**src/rtl/tpu_seq_ctrl.sv**
```systemverilog
`default_nettype none
// ============================================================================
// tpu_seq_ctrl : walks the (row, col, k) MAC loop nest for one matmul job,
//                drains the datapath, and reports idle/working/done status.
// Revision 1.0
// ============================================================================
module tpu_seq_ctrl #(
   parameter int DIM_W     = 6,
   parameter int DRAIN_CYC = 4,
   parameter int CNT_W     = 16
) (
   input  logic             clk,
   input  logic             rst_n,
   input  logic             start,
   input  logic [DIM_W-1:0] dim_m,
   input  logic [DIM_W-1:0] dim_n,
   input  logic [DIM_W-1:0] dim_k,
   output logic             idle,
   output logic             working,
   output logic             done,
   output logic             err_dim,
   output logic             op_valid,
   input  logic             op_ready,
   output logic [DIM_W-1:0] op_row,
   output logic [DIM_W-1:0] op_col,
   output logic [DIM_W-1:0] op_k,
   output logic             op_first,
   output logic             op_last,
   output logic [CNT_W-1:0] cycle_cnt
);

   localparam int DRN_W = (DRAIN_CYC > 1) ? $clog2(DRAIN_CYC + 1) : 1;
   localparam logic [DRN_W-1:0] DRAIN_INIT = DRN_W'(DRAIN_CYC);
   localparam logic [DRN_W-1:0] DRAIN_ONE  = DRN_W'(1);
   localparam logic [DIM_W-1:0] DIM_ONE    = DIM_W'(1);
   localparam logic [DIM_W-1:0] DIM_ZERO   = '0;

   typedef enum logic [1:0] {
      S_IDLE  = 2'd0,
      S_ISSUE = 2'd1,
      S_DRAIN = 2'd2,
      S_DONE  = 2'd3
   } state_t;

   state_t           state;
   logic [DIM_W-1:0] m_q, n_q, k_q;
   logic [DIM_W-1:0] row, col, kk;
   logic [DRN_W-1:0] drain;
   logic             err_q;
   logic [CNT_W-1:0] cnt;

   logic row_end, col_end, k_end, last_elem, zero_dim;

   assign row_end   = (row == m_q - DIM_ONE);
   assign col_end   = (col == n_q - DIM_ONE);
   assign k_end     = (kk  == k_q - DIM_ONE);
   assign last_elem = row_end && col_end && k_end;
   assign zero_dim  = (dim_m == DIM_ZERO) || (dim_n == DIM_ZERO) || (dim_k == DIM_ZERO);

   // Status flags decode straight from the state register so reset clears them asynchronously.
   assign idle      = (state == S_IDLE) || (state == S_DONE);
   assign working   = (state == S_ISSUE) || (state == S_DRAIN);
   assign done      = (state == S_DONE);
   assign op_valid  = (state == S_ISSUE);
   assign err_dim   = err_q;
   assign op_row    = row;
   assign op_col    = col;
   assign op_k      = kk;
   assign op_first  = op_valid && (kk == DIM_ZERO);
   assign op_last   = op_valid && k_end;
   assign cycle_cnt = cnt;

   always_ff @(posedge clk or negedge rst_n) begin
      if (!rst_n) begin
         state <= S_IDLE;
         m_q   <= '0;
         n_q   <= '0;
         k_q   <= '0;
         row   <= '0;
         col   <= '0;
         kk    <= '0;
         drain <= '0;
         err_q <= 1'b0;
         cnt   <= '0;
      end else begin
         unique case (state)
            S_IDLE, S_DONE: begin
               if (start) begin
                  m_q   <= dim_m;
                  n_q   <= dim_n;
                  k_q   <= dim_k;
                  row   <= '0;
                  col   <= '0;
                  kk    <= '0;
                  cnt   <= '0;
                  err_q <= zero_dim;
                  state <= zero_dim ? S_DONE : S_ISSUE;
               end
            end
            S_ISSUE: begin
               cnt <= (&cnt) ? cnt : cnt + 1'b1;
               if (op_ready) begin
                  // k innermost, row outermost; indices return to zero after the final beat.
                  if (k_end) begin
                     kk <= '0;
                     if (col_end) begin
                        col <= '0;
                        row <= row_end ? DIM_ZERO : row + DIM_ONE;
                     end else begin
                        col <= col + DIM_ONE;
                     end
                  end else begin
                     kk <= kk + DIM_ONE;
                  end
                  if (last_elem) begin
                     drain <= DRAIN_INIT;
                     state <= (DRAIN_CYC == 0) ? S_DONE : S_DRAIN;
                  end
               end
            end
            S_DRAIN: begin
               cnt   <= (&cnt) ? cnt : cnt + 1'b1;
               drain <= drain - DRAIN_ONE;
               if (drain == DRAIN_ONE) state <= S_DONE;
            end
            default: state <= S_IDLE;
         endcase
      end
   end

endmodule
`default_nettype wire

```
**config.mk**
```make
export PLATFORM = sky130hd
export DESIGN_NAME = tpu_seq_ctrl
export DESIGN_NICKNAME = d
export VERILOG_FILES = /design/src/rtl/tpu_seq_ctrl.sv
export SDC_FILE = /design/constraint.sdc
export NUM_CORES = 1
export LEC_CHECK = 0
export ABC_CLOCK_PERIOD_IN_PS = 3000
export BUFFER_PORTS_ARGS = -buffer_cell sky130_fd_sc_hd__buf_2
export CORE_UTILIZATION = 56
export DETAILED_ROUTE_END_ITERATION = 10
export GPL_ROUTABILITY_DRIVEN = 0
export PLACE_DENSITY = 0.84
export SETUP_SLACK_MARGIN = 0.3
export SYNTH_ARGS = -nofsm -noshare
export SYNTH_HDL_FRONTEND = slang
export SYNTH_SLANG_ARGS = --single-unit
```
**constraint.sdc**
```tcl
create_clock -name clk -period 3 [get_ports clk]
set_input_delay 0.6 -clock clk [delete_from_list [all_inputs] [get_ports clk]]
set_output_delay 0.6 -clock clk [all_outputs]
set_load 0.02 [all_outputs]
```
==> impl_metrics.json, run 1 <==
{
  "finClkSkew_ns": 0.00769,
  "cts-hold-fix-buffers": 0,
  "synth_edf_count": 0,
  "p_switching_uw": 1830,
  "drt_iter0_drc": 146,
  "wl_met3_um": 570,
  "routedWlPerCell_um": 14.6,
  "seq_area_frac_synth": 0.434,
  "dp_hpwl_um": 5440,
  "drc_errors": 0,
  "min_path_type": "input port to async pin",
  "synthesis.instances": 373,
  "pre_cts_ws_ns": 0.385,
  "postLayoutCoreUtil": 0.715,
  "grt_pass1_wl_um": 12400,
  "fin_cells": 522,
  "path_class": "flip-flop to primary output",
  "met2_length_um": 3570,
  "fillerInstances": 414,
  "finalSetupViolCount": 0,
  "drive_gt1_frac": 0.256,
  "max-slew-margin-rel": 0.520,
  "htreeDepth": 3,
  "max_clock_freq_mhz": 382,
  "finalWorstSetupSlack_ns": 0.380,
  "cp.required_ns": 2.40,
  "synthTopCellsByArea": "dfrtp_1 43%, nand2_1 8.0%, ha_1 5.2%",
  "antenna_cells": 0,
  "status": "finished, final reports clean",
  "synth_area_um2": 3340,
  "die_y_um": 79.3,
  "yosysUniqueCellTypes": 52,
  "vdd_drop_max_uv": 912,
  "clkPwrFrac": 0.188,
  "p_comb_frac": 0.497,
  "synth-main-ff-cell": "dfrtp_1",
  "dp_cells": 503,
  "vias": 2920,
  "start_kind": "flip-flop",
  "cts_tree": "yes",
  "cp-end-kind": "primary output",
  "min_period_over_period": 0.873,
  "cts.sinks": 58,
  "synth-seq-cells": 58,
  "routed.top_layer": "met4",
  "grt_pass1_vias": 2680,
  "synth_top_area_share": 0.434,
  "finalSetupTns_ns": 0,
  "clockBufferDepth": 2,
  "io_pins": 63,
  "slew_viol_final": 0,
  "critPathMaxFanout": 4,
  "p_leak_uw": 0.00194,
  "overflow": 0,
  "dr.pass1.iters": 4,
  "p_int_uw": 2280,
  "wl_met1_um": 3370,
  "root_buffer": "clkbuf_8",
  "die_area_um2": 6280,
  "antenna_left": 0,
  "synth_top_area_cell": "dfrtp_1",
  "tightest_slew_ns": 0.719,
  "async_reset_ff_frac": 1.00,
  "power_density_nw_per_um2": 1020,
  "area_growth_pct": 20.6,
  "final_hold_viol_count": 0,
  "synth_fp_nets": 409,
  "cts_buffers": 9,
  "clk_pin_slew_ns": 0.07,
  "start_util": 0.592,
  "timing.hold.ws_ns": 0.397,
  "grt_max_degree": 59,
  "wl_um": 7620,
  "vias_per_cell": 5.59,
  "gr-usage-all-layers": 0.258,
  "die_x_um": 79.3,
  "yosys_warnings": 0,
  "clk_latency_ns": 0.34,
  "p_sw_frac": 0.444,
  "numPortBuffers": 62,
  "cp.arrival_ns": 2.02,
  "rsz0062_at_grt": "no",
  "antenna_found_initial": 0,
  "core_um2": 5640,
  "maxCapViolCount": 0,
  "pwr-share-seq": 0.315,
  "avgSynthCellArea_um2": 8.96,
  "finalNetCount": 482,
  "period_minus_slack_ns": 2.62,
  "row_count": 27
}
[stage by stage]
stage / power (uW) / instance area [um^2]
final: 4110 / 4030
after global routing: 4390 / 4030
after CTS: 4010 / 3970
after detailed placement: 3210 / 3750
after global placement: 3140 / 3750
after floorplan: 2640 / 3340
[placed cells by master (no fill, tap or decap), types with 11 or more instances in the layout]
master	n
buf_2	61
buf_4	13
dfrtp_1	57
ha_1	13
inv_1	16
nand2_1	71
nand3_1	11
nor2_1	30
nor3_1	11
o21ai_0	19
xnor2_1	18
xor2_1	20
[layout make-up]
type | count | area (um^2) | share of cell area
clock inverter | 6 | 82.6 | 0.0205
tap | 72 | 90.1 | 0.0223
sequential | 58 | 1450 | 0.360
clock buffer | 9 | 124 | 0.0307
multi-input combinational | 285 | 1810 | 0.449
timing repair buffer | 74 | 403 | 0.0999
inverter | 18 | 67.6 | 0.0168
[power by group through the flow]
| stage | registers [uW] | clock network (uW) | logic, uW |
|---|---|---|---|
| after detailed placement | 1290 | 0 | 1920 |
| final | 1290 | 774 | 2040 |
| after CTS | 1280 | 791 | 1940 |
| after global routing | 1330 | 819 | 2250 |
| after floorplan | 1300 | 0 | 1350 |
| after global placement | 1270 | 0 | 1870 |
[critical path, cell delays in order (launching register included)]
cell and delay, ns:
dfrtp_1 0.43, inv_2 0.08, ha_2 0.20, nand2_1 0.07
o211ai_1 0.20, a31o_2 0.20, o2111ai_2 0.10, buf_4 0.17
nor2_2 0.08, buf_4 0.14
[flip-flops by register name, summed over array words and instances (netlist names)]
register / count
n_q: 6
state: 2
drain: 3
k_q: 6
op_k: 6
err_dim: 1
op_col: 6
cycle_cnt: 16
op_row: 6
m_q: 6
[layer usage]
layer  track usage  vias up
met5             0        -
li1              -     1434
met1         0.343     1382
met2         0.401       92
met3        0.0828       12
met4        0.0800        0
[synth_stat cells (all sizes together), types with 3 or more instances]
master,number
nand2,71
dfrtp,58
nor2,31
xor2,20
o21ai,19
inv,18
xnor2,18
ha,14
nor3,12
clkbuf,11
nand3,11
nand4,10
nand2b,8
a21oi,7
a31oi,5
or3,5
and4,4
mux2i,4
nor2b,4
or4,4
a41oi,3
nor4,3
or2,3
[kinds of logic (layout without fill, tap and decap cells)]
| logic type | count (synthesis) | count (layout) | synth area share |
|---|---|---|---|
| buf+inv | 30 | 107 | 0.0359 |
| flops | 58 | 58 | 0.434 |
| fa+ha+maj | 14 | 14 | 0.0524 |
| mux | 6 | 6 | 0.0198 |
| xor+xnor | 38 | 38 | 0.0996 |
| simple gates | 175 | 175 | 0.253 |
| compound gates | 52 | 52 | 0.105 |
[path summary, 6_finish.rpt]
kind	start	end	slack (ns)	depth (start not counted)
max	k_q[0]	op_last	0.38	9
min	rst_n	op_k[4]	0.40	2
max reg2reg	n_q[0]	state[1]	0.41	8
min reg2reg	err_dim	err_dim	0.50	2
max in group asynchronous	rst_n	k_q[2]	2.10	2
min in group clk	dim_m[5]	m_q[5]	0.45	3
[repair_timing]
action,4_1_cts,5_1_grt
setup buffers,1,3
hold endpoints to repair,0,0
endpoints found under the setup margin,1,14
pin swaps,0,2
resized for setup,1,12
No activity file was read; power rests on OpenSTA's default activity.
==> run 2: changes to the inputs <==
--- a/config.mk
+++ b/config.mk
@@ -11,7 +11,7 @@
 export DETAILED_ROUTE_END_ITERATION = 10
 export GPL_ROUTABILITY_DRIVEN = 0
 export PLACE_DENSITY = 0.84
-export SETUP_SLACK_MARGIN = 0.3
+export SETUP_SLACK_MARGIN = 0.5
 export SYNTH_ARGS = -nofsm -noshare
 export SYNTH_HDL_FRONTEND = slang
 export SYNTH_SLANG_ARGS = --single-unit
==> run 2 against run 1 <==
  * Sequential power hardly changed
  * Final area rose by 3.9%
  * Clock power barely moved
  * Clock skew rose by 0.0023 ns
  * Final cell count increased by 1.7%
  * Routed wire length up 3.5%
  * Maximum frequency is 1.6% higher
  * Non-clock buffer count up 9
  * Die area unchanged
  * Largest power group unchanged
==> impl_metrics.json, run 2 (synthesis results as in run 1) <==
{
  "finalNetCount": 491,
  "die_y_um": 79.3,
  "grt_pass1_vias": 2769,
  "htreeDepth": 3,
  "routedWlPerCell_um": 14.9,
  "finalSetupTns_ns": 0,
  "gr-usage-all-layers": 0.268,
  "min_period_over_period": 0.860,
  "cts_buffers": 9,
  "tightest_slew_ns": 0.724,
  "numPortBuffers": 62,
  "slew_viol_final": 0,
  "path_class": "flip-flop to flip-flop",
  "fillerInstances": 382,
  "dr.pass1.iters": 5,
  "wl_um": 7890,
  "design_power_total_uw": 4340,
  "vias": 3016,
  "row_count": 27,
  "antenna_left": 0,
  "p_int_uw": 2410,
  "power_density_nw_per_um2": 1040,
  "start_util": 0.592,
  "cp.required_ns": 3.23,
  "start_kind": "flip-flop",
  "core_um2": 5640,
  "cp-end-kind": "flip-flop",
  "final_cell_mix": "71 x nand2_1, 61 x buf_2, 56 x dfrtp_1, 28 x nor2_1, 20 x xor2_1",
  "cts.sinks": 58,
  "dp_hpwl_um": 5440,
  "clk_pin_slew_ns": 0.07,
  "critPathMaxFanout": 3,
  "antenna_found_initial": 0,
  "grt_max_degree": 59,
  "grt_pass1_wl_um": 12900,
  "vdd_drop_max_uv": 918,
  "clkPwrFrac": 0.178,
  "clk_latency_ns": 0.35,
  "overflow": 0,
  "p_comb_frac": 0.529,
  "largest_reg_flops": 16,
  "p_switching_uw": 1930,
  "finalSetupViolCount": 0,
  "drt_iter0_drc": 150,
  "cts_tree": "yes",
  "p_sw_frac": 0.445,
  "p_leak_uw": 0.00200,
  "reg2regPathDepth": 8,
  "root_buffer": "clkbuf_8",
  "max-slew-margin-rel": 0.517,
  "period_minus_slack_ns": 2.58,
  "maxCapViolCount": 0,
  "die_area_um2": 6280,
  "max_clock_freq_mhz": 388,
  "drive_gt1_frac": 0.281,
  "layout_commonest_cell": "nand2_1",
  "die_x_um": 79.3,
  "antenna_cells": 0,
  "status": "finished, final reports clean",
  "final_hold_viol_count": 0,
  "min_path_type": "input port to async pin",
  "rrSetupSlack_ns": 0.42,
  "r2r-end": "state[1]",
  "area_growth_pct": 25.4,
  "finClkSkew_ns": 0.00998,
  "vias_per_cell": 5.68,
  "drc_errors": 0,
  "io_pins": 63,
  "cts-hold-fix-buffers": 0,
  "cp.arrival_ns": 2.81,
  "clockBufferDepth": 2,
  "pwr-share-seq": 0.293,
  "reg2reg_from": "m_q[1]",
  "rsz0062_at_grt": "yes"
}
==> run 2: repair_timing <==
action / in CTS / in global routing
buffers inserted: 8 / 5
gates cloned: 0 / 0
setup endpoints to repair: 11 / 20
pin swaps: 5 / 11
resized for setup: 12 / 18
==> run 2: stage by stage <==
| stage | cell area (um^2) | util | std cells | hold slack, ns | worst slack [ns] |
|---|---|---|---|---|---|
| global route | 4190 | 0.743 | 531 | 0.454 | 0.319 |
| CTS | 4060 | 0.719 | 526 | 0.420 | 0.424 |
| detailed placement | 3750 | 0.665 | 503 | 0.482 | 0.385 |
| floorplan | 3340 | - | 373 | 0.304 | 0.504 |
| global placement | 3750 | 0.665 | 503 | 0.476 | 0.489 |
| finish | 4190 | 0.743 | 531 | 0.398 | 0.421 |
==> run 2: metal layers <==
| layer | global-route usage | up-vias | routed length [um] |
|---|---|---|---|
| met4 | 0.0800 | 0 | 137 |
| met3 | 0.0828 | 16 | 500 |
| met5 | 0 | - | 0 |
| li1 | - | 1454 | - |
| met2 | 0.427 | 99 | 3770 |
| met1 | 0.352 | 1447 | 3480 |
==> run 2: area by class of cell <==
cell class / count / area (um^2) / area share
multi-input cells: 285 / 1890 / 0.450
repair buffers: 83 / 485 / 0.116
flip-flops and latches: 58 / 1450 / 0.347
clock buffers: 9 / 124 / 0.0296
inverters: 18 / 67.6 / 0.0161
clock inverters: 6 / 82.6 / 0.0197
well taps: 72 / 90.1 / 0.0215
==> run 2: power groups by stage <==
stage	combinational [uW]	sequential (uW)	clock (uW)
floorplan	1350	1300	0
global placement	1870	1270	0
detailed placement	1920	1290	0
CTS	2070	1260	791
global route	2490	1310	816
finish	2290	1270	775
==> run 2: how the worst max path moves through the flow <==
stage / start / endpoint / slack, ns / depth (start not counted)
6_report: m_q[1] / state[1] / 0.42 / 8
5_1_grt: m_q[1] / state[1] / 0.32 / 8
4_1_cts: k_q[1] / op_last / 0.42 / 8
3_5_place_dp: m_q[0] / state[1] / 0.38 / 8
3_3_place_gp: n_q[0] / state[1] / 0.49 / 8
2_1_floorplan: op_row[2] / state[1] / 0.50 / 8
==> run 2: worst max-delay path: stages (launching register included) <==
cell	delay, ns
dfrtp_1	0.37
inv_1	0.07
ha_1	0.20
or3_1	0.37
a31oi_1	0.18
nand3_1	0.16
or3_1	0.38
a221o_2	0.44
mux2_4	0.31
==> run 3: changes to the inputs <==
==> constraint.sdc (replaced) <==
create_clock -name clk -period 3 [get_ports clk]
set_input_delay 0 -clock clk [delete_from_list [all_inputs] [get_ports clk]]
set_output_delay 0 -clock clk [all_outputs]
set_load 0.02 [all_outputs]
==> run 3 against run 2 <==
  * Hold slack worse by 0.26 ns
  * Highest routed layer unchanged
  * Critical endpoint unchanged
  * Critical path depth stayed put
  * Routed wire length is 17% higher
  * Largest power group unchanged
  * Count of clock-buffer cells in the layout is 1 higher
  * Global-route usage is 3.2 points higher
==> impl_metrics.json, run 3 (synthesis results as in run 1) <==
{
  "antenna_cells": 0,
  "min_path_type": "input port to flip-flop",
  "pwr-share-seq": 0.297,
  "fin_cells": 553,
  "drive_gt1_frac": 0.274,
  "tightest_slew_ns": 0.672,
  "die_area_um2": 6280,
  "clk_pin_slew_ns": 0.07,
  "area_growth_pct": 30.5,
  "dp_hpwl_um": 5630,
  "r2r-end": "state[1]",
  "largest_reg_flops": 16,
  "maxCapViolCount": 0,
  "crit_path_cell_trace": "inv_1, ha_1, a21oi_1, a311oi_1, o2111ai_2, or3_4, a221o_2, mux2_4",
  "max_stage_delay_ns": 0.42,
  "cts_tree": "yes",
  "overflow": 0,
  "rrSetupSlack_ns": 0.47,
  "min_from": "op_ready",
  "wl_um": 9220,
  "vias_per_cell": 5.90,
  "min_period_over_period": 0.842,
  "drt_iter0_drc": 280,
  "slew_viol_final": 0,
  "root_buffer": "clkbuf_8",
  "clockBufferDepth": 2,
  "row_count": 27,
  "grt_pass1_wl_um": 14300,
  "holdPathEnd": "op_k[0]",
  "p_comb_frac": 0.528,
  "grt_max_degree": 41,
  "cp-end-kind": "flip-flop",
  "postLayoutCoreUtil": 0.773,
  "dr.pass1.iters": 5,
  "dp_cells": 504,
  "gr-usage-all-layers": 0.300,
  "rsz0062_at_grt": "yes",
  "final_hold_viol_count": 0,
  "reg2reg_from": "n_q[0]",
  "final_cell_mix": "71 x nand2_1, 62 x buf_2, 56 x dfrtp_1, 31 x nor2_1, 21 x buf_4",
  "p_switching_uw": 2000,
  "clk_latency_ns": 0.36,
  "cts.sinks": 58,
  "drc_errors": 0,
  "max-slew-margin-rel": 0.552,
  "clkPwrFrac": 0.175,
  "cpMaxStageDelayCell": "dfrtp_1",
  "power_density_nw_per_um2": 1000,
  "vias": 3260,
  "vdd_drop_max_uv": 774,
  "layout_commonest_cell": "nand2_1",
  "critPathMaxFanout": 3,
  "htreeDepth": 3,
  "max_clock_freq_mhz": 396,
  "p_int_uw": 2370,
  "finalSetupTns_ns": 0,
  "status": "finished, final reports clean",
  "finClkSkew_ns": 0.0112,
  "io_pins": 63,
  "core_um2": 5640,
  "antenna_found_initial": 0,
  "reg2regPathDepth": 8,
  "cts_buffers": 9,
  "finalNetCount": 512,
  "path_class": "flip-flop to flip-flop",
  "die_x_um": 79.3,
  "routedWlPerCell_um": 16.7,
  "antenna_left": 0,
  "p_sw_frac": 0.458,
  "cp.required_ns": 3.24,
  "start_util": 0.592,
  "die_y_um": 79.3,
  "p_leak_uw": 0.00210,
  "finalSetupViolCount": 0,
  "start_kind": "flip-flop",
  "holdPathStages": 3,
  "period_minus_slack_ns": 2.53,
  "grt_pass1_vias": 3084,
  "numPortBuffers": 62,
  "cp.arrival_ns": 2.76
}
==> run 3: how the worst max path moves through the flow <==
stage,start,to,slack (ns),depth (start not counted)
finish,n_q[0],state[1],0.47,8
global placement,n_q[0],state[1],0.50,8
CTS,m_q[0],state[1],0.43,8
detailed placement,k_q[0],state[1],0.40,9
global route,n_q[0],state[1],0.38,8
floorplan,op_row[2],state[1],0.50,8
==> run 3: layout make-up <==
class	instances	area (um^2)
multi-input cells	285	1860
flip-flops and latches	58	1450
fillers	342	1280
repair buffers	104	682
clock buffers	10	138
well taps	72	90.1
inverters	18	67.6
clock inverters	6	66.3
==> run 3: power groups by stage <==
stage	registers, uW	logic [uW]	clock network [uW]
finish	1300	2310	765
global route	1330	2520	800
CTS	1270	2020	757
detailed placement	1290	1960	0
global placement	1270	1880	0
floorplan	1300	1350	0
==> run 3: timing repair <==
action	4_1_cts	5_1_grt
pin swaps	1	8
hold buffers	19	0
cloned	0	1
setup endpoints to repair	8	15
gates resized for setup	3	19
hold endpoints to repair	46	0
setup buffers	2	11
==> run 3: critical path: cells and delay by family, from the launching register on <==
| family | cells | cell delay [ns] |
|---|---|---|
| muxes | 1 | 0.30 |
| adders and majority gates | 1 | 0.21 |
| AOI/OAI and AO/OA | 4 | 0.94 |
| DFF | 1 | 0.42 |
| buffers and inverters | 1 | 0.13 |
| and+or+nand+nor | 1 | 0.41 |
==> run 3: per-layer routing <==
metal,GRT usage,vias up,routed length [um]
li1,-,1497,-
met1,0.391,1551,3870
met2,0.478,179,4380
met3,0.0736,33,693
met4,0.122,0,281
met5,0,-,0
==> run 3: per-stage QoR <==
stage,hold WS [ns],total power [uW],setup WS [ns],cell area [um^2]
after detailed placement,0.0704,3240,0.396,3760
final,0.133,4380,0.474,4360
after floorplan,-0.296,2640,0.504,3340
after global placement,0.0652,3150,0.496,3760
after CTS,0.149,4050,0.434,4180
after global routing,0.157,4640,0.383,4360
